==> src/rtl/vdma_baseaddr_ring.sv <==
// Frame-ring controller for one VDMA writer/reader pair: the reader always takes the
// newest completed buffer and the writer never targets the buffer being read.
module vdma_baseaddr_ring #(
    parameter int unsigned    NBUF       = 3,
    parameter int unsigned    PW         = 3,
    parameter int unsigned    AW         = 32,
    parameter logic [AW-1:0]  BASE_ADDR  = 32'h1000_0000,
    parameter logic [AW-1:0]  FRAME_SIZE = 32'h0080_0000
) (
    input  logic          clk_i,
    input  logic          rst_i,
    input  logic          wr_vs_i,
    input  logic          rd_vs_i,
    input  logic          cnt_clr_i,
    output logic [PW-1:0] wr_point_o,
    output logic [PW-1:0] rd_point_o,
    output logic [AW-1:0] wr_baseaddr_o,
    output logic [AW-1:0] rd_baseaddr_o,
    output logic [15:0]   drop_cnt_o,
    output logic [15:0]   rpt_cnt_o
);

    localparam logic [PW-1:0] LAST_IDX = PW'(NBUF - 1);
    localparam logic [15:0]   CNT_MAX  = 16'hFFFF;

    logic          wr_vs_q, rd_vs_q, sof_block_q;
    logic          wr_active_q, rd_started_q, done_valid_q;
    logic [PW-1:0] wr_point_q, rd_point_q, last_done_q;
    logic [AW-1:0] wr_baseaddr_q, rd_baseaddr_q;
    logic [15:0]   drop_cnt_q, rpt_cnt_q;

    logic          wr_sof, rd_sof, wr_complete, done_valid_pre, rd_take;
    logic          wr_active_d, rd_started_d, done_valid_d;
    logic [PW-1:0] wr_point_d, rd_point_d, last_done_d;
    logic [AW-1:0] wr_baseaddr_d, rd_baseaddr_d;
    logic [15:0]   drop_cnt_d, rpt_cnt_d;
    logic [PW-1:0] cand;
    logic          found;

    // The first edge after reset only re-learns the vs levels, so a vs held high
    // through reset release must fall and rise again before it counts as an SOF.
    assign wr_sof = wr_vs_i & ~wr_vs_q & ~sof_block_q;
    assign rd_sof = rd_vs_i & ~rd_vs_q & ~sof_block_q;

    // NOTE: every always_comb output gets a default first, so no path can infer a latch.
    always_comb begin
        wr_complete    = wr_sof & wr_active_q;
        wr_active_d    = wr_active_q | wr_sof;
        last_done_d    = wr_complete ? wr_point_q : last_done_q;
        done_valid_pre = done_valid_q | wr_complete;
        rd_take        = rd_sof & done_valid_pre;
        rd_point_d     = rd_take ? last_done_d : rd_point_q;
        done_valid_d   = done_valid_pre & ~rd_take;
        rd_started_d   = rd_started_q | rd_take;

        // NOTE: blocking assignments here model a sequential scan within one cycle.
        wr_point_d = wr_point_q;
        cand       = wr_point_q;
        found      = 1'b0;
        if (wr_complete) begin
            for (int k = 1; k < int'(NBUF); k++) begin
                cand = (cand == LAST_IDX) ? '0 : cand + PW'(1);
                if (!found && cand != rd_point_d && cand != last_done_d) begin
                    wr_point_d = cand;
                    found      = 1'b1;
                end
            end
        end

        wr_baseaddr_d = BASE_ADDR + AW'(wr_point_d) * FRAME_SIZE;
        rd_baseaddr_d = BASE_ADDR + AW'(rd_point_d) * FRAME_SIZE;

        drop_cnt_d = drop_cnt_q;
        if (cnt_clr_i)
            drop_cnt_d = '0;
        else if (wr_complete && done_valid_q && drop_cnt_q != CNT_MAX)
            drop_cnt_d = drop_cnt_q + 16'd1;

        rpt_cnt_d = rpt_cnt_q;
        if (cnt_clr_i)
            rpt_cnt_d = '0;
        else if (rd_sof && !done_valid_pre && rd_started_q && rpt_cnt_q != CNT_MAX)
            rpt_cnt_d = rpt_cnt_q + 16'd1;
    end

    // NOTE: state registers use non-blocking assignments so every flop samples pre-edge values.
    always_ff @(posedge clk_i) begin
        if (rst_i) begin
            wr_vs_q       <= 1'b0;
            rd_vs_q       <= 1'b0;
            sof_block_q   <= 1'b1;
            wr_active_q   <= 1'b0;
            rd_started_q  <= 1'b0;
            done_valid_q  <= 1'b0;
            wr_point_q    <= '0;
            rd_point_q    <= LAST_IDX;
            last_done_q   <= '0;
            wr_baseaddr_q <= BASE_ADDR;
            rd_baseaddr_q <= BASE_ADDR + AW'(NBUF - 1) * FRAME_SIZE;
            drop_cnt_q    <= '0;
            rpt_cnt_q     <= '0;
        end else begin
            wr_vs_q       <= wr_vs_i;
            rd_vs_q       <= rd_vs_i;
            sof_block_q   <= 1'b0;
            wr_active_q   <= wr_active_d;
            rd_started_q  <= rd_started_d;
            done_valid_q  <= done_valid_d;
            wr_point_q    <= wr_point_d;
            rd_point_q    <= rd_point_d;
            last_done_q   <= last_done_d;
            wr_baseaddr_q <= wr_baseaddr_d;
            rd_baseaddr_q <= rd_baseaddr_d;
            drop_cnt_q    <= drop_cnt_d;
            rpt_cnt_q     <= rpt_cnt_d;
        end
    end

    assign wr_point_o    = wr_point_q;
    assign rd_point_o    = rd_point_q;
    assign wr_baseaddr_o = wr_baseaddr_q;
    assign rd_baseaddr_o = rd_baseaddr_q;
    assign drop_cnt_o    = drop_cnt_q;
    assign rpt_cnt_o     = rpt_cnt_q;

endmodule

==> config.mk <==
export PLATFORM = sky130hd
export DESIGN_NAME = vdma_baseaddr_ring
export DESIGN_NICKNAME = d
export VERILOG_FILES = /design/src/rtl/vdma_baseaddr_ring.sv
export SDC_FILE = /design/constraint.sdc
export NUM_CORES = 1
export LEC_CHECK = 0
export CAP_MARGIN = 20
export CORE_MARGIN = 4
export CORE_UTILIZATION = 45
export CTS_CLUSTER_SIZE = 14
export DETAILED_ROUTE_END_ITERATION = 12
export GPL_TIMING_DRIVEN = 0
export PLACE_DENSITY = 0.82
export SLEW_MARGIN = 20
export SYNTH_ARGS = -nofsm -noshare
export SYNTH_HDL_FRONTEND = slang
export SYNTH_SLANG_ARGS = --single-unit
==> constraint.sdc <==
create_clock -name clk_i -period 4.1 [get_ports clk_i]
set_clock_uncertainty 0.2 [all_clocks]
set_input_delay 1.025 -clock clk_i [delete_from_list [all_inputs] [get_ports clk_i]]
set_output_delay 1.025 -clock clk_i [all_outputs]
set_load 0.02 [all_outputs]
* Word level (Yosys, flattened, before mapping)
Index checks and enable logic that the tools add are counted.
** Storage, ports and cells
- Register bits :: 111
- Bits of input ports :: 5
- Word-level logic and storage cells :: 62
** Operators by class
- Add/sub/neg operators :: 6
- Eq/ne operators :: 8
- Multiplexer cells :: 10
- Bitwise logic cells :: 14
- Reduce and logical (&&, ||, !) cells :: 11
** Operators by type and width (number)
- 29-bit by 26-bit adder with 30-bit output, first input constant :: 2
- 16-bit by 1-bit adder with 16-bit output, second input constant :: 2
- 16-bit != test, second input constant :: 2
- 3-bit two-way mux :: 7
- 3-bit != test :: 4
- 1-bit logical AND :: 8
- 1-bit bitwise AND :: 7
- 3-bit by 1-bit adder with 3-bit output, second input constant :: 2
- 3-bit by 2-bit == test with 1-bit output, second input constant :: 2
- 1-bit inverter :: 4
- 1-bit two-way mux :: 3
- 1-bit OR :: 3
- 1-bit logical NOT :: 2
- 2-bit OR reduction :: 1

* Logic depth before layout (Yosys ltp)
- Word-level depth :: 17
- Depth in mapped cells :: 9
- Mapped depth without buffers :: 9

* Least setup slack after synthesis
Ideal clock, no wire load.
- Path type :: input port to flip-flop
- Start point :: input wr_vs_i
- End point :: register wr_baseaddr_q[23] (netlist: wr_baseaddr_o[23])
- Arrival :: 2.716 ns
- Data required time :: 3.770 ns
- Path slack :: 1.054 ns
- Stages :: 8
- Path buffers :: 0
- Cell sequence :: and4bb_4 -> mux2_2 -> mux2i_1 -> xnor2_1 -> nand3b_1 -> a32oi_2 -> mux2i_1 -> o31ai_1
** On the way
- Longest elaborated chain between the ends :: 16
** RTL lines
- start, declared :: line 12 : input logic wr_vs_i,
- 1-bit bitwise AND * (2 in a row) :: line 42 : assign wr_sof = wr_vs_i & ~wr_vs_q & ~sof_block_q;
- 1-bit bitwise AND * :: line 47 : wr_complete = wr_sof & wr_active_q;
- 1-bit OR :: line 50 : done_valid_pre = done_valid_q | wr_complete;
- 1-bit bitwise AND :: line 51 : rd_take = rd_sof & done_valid_pre;
- 3-bit two-way mux :: line 52 : rd_point_d = rd_take ? last_done_d : rd_point_q;
- 3-bit != test :: line 63 : if (!found && cand != rd_point_d && cand != last_done_d) begin
- 1-bit logical AND :: line 63
- 1-bit two-way mux :: line 63
- 1-bit two-way mux :: line 60 : if (wr_complete) begin
- 1-bit logical NOT :: line 63
- 1-bit logical AND (2 in a row) :: line 63
- 3-bit two-way mux :: line 63
- 3-bit two-way mux * :: line 60
- 29-bit by 26-bit adder with 30-bit output * :: line 70 : wr_baseaddr_d = BASE_ADDR + AW'(wr_point_d) * FRAME_SIZE;
- end signal, assigned :: line 112 : wr_baseaddr_q <= wr_baseaddr_d;
- end, declared :: line 29 : logic [AW-1:0] wr_baseaddr_q, rd_baseaddr_q;
Every way passes the cells marked *; elsewhere a longest branch is shown, timed or not. The select of a mux whose other input is x is not followed.
A chain may end at the register's enable or synchronous reset.

* Worst setup path in the final report
Ends and elaborated chain as after synthesis.

==> flow_summary.yaml <==
outcome:
  outcome: "finished clean"
timing:
  finalCritPeriodShare: 0.859
  fmax_ghz: 0.284
  setup_viol: 0
  setup_tns_ns: 0
  rsz0062_at_grt: "false"
  worst_hold_slack_ns: 0.274
  final_max_slew_viol_count: 0
  finalHoldViolations: 0
  relSlewSlack: 0.629
  min_period_ns: 3.52
  tightestPinTransition_ns: 0.552
worst_setup_path:
  crit_path_end_kind: "flop"
  cp_common_cell: "mux2i_1"
  path_buf_inv: 1
  cp.arrival_ns: 3.51
  setup.worst_path.start_class: "primary input"
  critPathMaxFanout: 4
  cp_slowest_cell: "clkdlybuf4s50_1"
  critPathKind: "primary input to flop"
  crit_chain: "clkdlybuf4s50_1 -> and4bb_4 -> mux2_2 -> mux2i_1 -> xnor2_1 -> nand3b_1 -> a32oi_2 -> mux2i_1 -> o31ai_1"
  cp.required_ns: 4.08
  path_delay_family: "multiplexers"
  max_stage_delay_ns: 0.52
floorplan:
  coreArea_mm2: 0.00599
  fp-row-count: 28
  die_w_um: 87.1
  initial_core_util: 0.470
  die_area_mm2: 0.00758
  die_y_um: 87.1
  pin_count: 107
yosys:
  avgSynthCellArea_um2: 8.48
  synthFlopType: "dfxtp_1"
  synth_edf_count: 0
  yosysUniqueCellTypes: 43
  postSynth.asyncResetShare: 0
  ys_ff_latch: 47
  yosysSeqAreaShare: 0.334
  yosys_warnings: 0
  synthCells: 332
  syn_area_mm2: 0.00281
route:
  vias: 2376
  wire_per_inst_um: 11.3
  drt_iter0_markers: 57
  drt-total-wl_mm: 5.89
  via_per_inst: 4.58
  drt_pass1_iterations: 5
  ant_nets: 0
  drcViolationCount: 0
grt:
  grt-ovfl-total: 0
  track_usage: 0.153
  antenna_found_initial: 0
  grt_pass1_vias: 2156
  grt_pass1_wl_mm: 9.43
  grt_start_max_net_pins: 16
clocking:
  cts_hold_buf: 0
  clock_latency_ns: 0.30
  clock-sinks: 47
  clk_pin_slew_ns: 0.09
  cts_max_path_buffers: 2
  cts_resized: 0
  cts_tree: "done"
  clockRootBuffer: "clkbuf_8"
  htreeDepth: 2
  cts_buffers: 5
  cts_setup_buffers: 0
place:
  port_buffers: 48
  dp_hpwl_mm: 4.62
  routabilityCongestion: 0.893
layout:
  antenna_cells: 0
  area.growth.synth_to_final_pct: 31.0
  nets: 450
  nFillCells: 545
  drive_gt1_frac: 0.196
power:
  power.density_mw_per_mm2: 240
  irDropWorstVdd_v: 0.000147
  total_leakage_power_nw: 1.52
job:
  maxCapViolCount: 0
worst_hold_path:
  min_path_type: "flop to flop"
==> cells in the mapped netlist, types with 3 or more instances <==
cell | number | area (um^2)
buf_4 | 64 | 480
or3_1 | 6 | 37.5
nor3_1 | 5 | 25.0
dfxtp_1 | 47 | 941
nand4_1 | 8 | 50.1
nor2_1 | 37 | 139
xor2_1 | 19 | 166
inv_1 | 7 | 26.3
xnor2_1 | 14 | 123
and4_1 | 4 | 35.0
clkbuf_1 | 10 | 37.5
nand2b_1 | 3 | 18.8
a21oi_1 | 13 | 65.1
nor2b_1 | 5 | 31.3
nand3b_1 | 3 | 22.5
nand2_1 | 21 | 78.8
mux2_2 | 3 | 33.8
o21ai_0 | 8 | 40.0
and3_1 | 6 | 37.5
mux2i_1 | 9 | 90.1
nand3_1 | 13 | 65.1
==> cells in the final DEF (no fill, tap or decap), drive strengths merged, types with 2 or more instances in the layout <==
master,instances
nor4,2
nand3b,3
and3,6
mux2,4
ha,2
nand4,8
inv,8
or3,6
nor2b,5
nand2b,3
xnor2,14
buf,64
and4,4
o21ai,9
dfxtp,47
nor3,5
nand2,21
or2,2
nor2,37
clkbuf,16
a21oi,13
clkinv,2
xor2,19
nand3,13
conb,58
mux2i,10
a31oi,2
clkdlybuf4s50,48
==> final cells by class <==
class | count | area (um^2) | share of cell area
Buffer | 75 | 532 | 0.144
Inverter | 7 | 26.3 | 0.00713
Sequential cell | 47 | 941 | 0.255
Timing Repair Buffer | 48 | 480 | 0.130
Tap cell | 75 | 93.8 | 0.0255
Clock buffer | 5 | 68.8 | 0.0187
Multi-Input combinational cell | 259 | 1530 | 0.414
Clock inverter | 3 | 18.8 | 0.00509
==> sequential cells by signal, summed over array words and instances, names as in the netlist <==
register / cells
done_valid_q: 1
drop_cnt_o: 16
last_done_q: 3
rd_point_o: 3
rd_started_q: 1
rd_vs_q: 1
rpt_cnt_o: 16
sof_block_q: 1
wr_active_q: 1
wr_baseaddr_o: 3
wr_vs_q: 1
==> layer usage <==
metal | GRT usage | up-vias | share of wire
li1 | - | 1212 | -
met1 | 0.180 | 1081 | 0.41
met2 | 0.271 | 74 | 0.50
met3 | 0.0388 | 9 | 0.066
met4 | 0.0467 | 0 | 0.014
met5 | 0 | - | 0
==> where the power goes <==
part / leakage, nW / switching, W / total (W) / internal [W]
sequential: 0.380 / 0.00000238 / 0.000462 / 0.000460
clock: 0.0483 / 0.000163 / 0.000283 / 0.000120
combinational: 1.09 / 0.0000811 / 0.000138 / 0.0000568
==> kinds of logic (layout without fill, tap and decap cells) <==
logic type	after synthesis	count (layout)	share of synthesized area
buffers and inverters	82	138	0.198
multiplexers	14	14	0.0574
flip-flops	47	47	0.334
AND/OR/NAND/NOR	120	120	0.220
other	2	58	0.00267
XOR/XNOR	33	33	0.103
adder cells (fa/ha/maj)	2	2	0.00889
AO/OA/AOI/OAI	32	32	0.0760
==> final timing paths <==
kind | startpoint | endpoint | slack (ns) | cells past startpoint
worst min-delay path | rd_started_q | rd_started_q | 0.27 | 2
worst max-delay path | wr_vs_i | wr_baseaddr_o[23] | 0.58 | 9
worst max register to register | sof_block_q | wr_baseaddr_o[23] | 1.42 | 8
worst min register to register | rd_started_q | rd_started_q | 0.27 | 2
==> worst min-delay path, stage by stage, from the launching register on <==
cell and delay (ns):
dfxtp_1 0.33, inv_1 0.05, a21oi_1 0.05
==> metrics by stage <==
step           cells   util  setup slack, ns  cell area (um^2)  power, W
3_3_place_gp     511  0.601            0.298              3600  0.000607
4_1_cts          519  0.615            0.604              3690  0.000889
3_5_place_dp     511  0.601            0.272              3600  0.000608
2_1_floorplan    388      -             1.05              3020  0.000592
5_1_grt          519  0.615            0.480              3690  0.000921
6_report         519  0.615            0.576              3690  0.000883
Note: power is estimated with default switching activity, not from simulation.
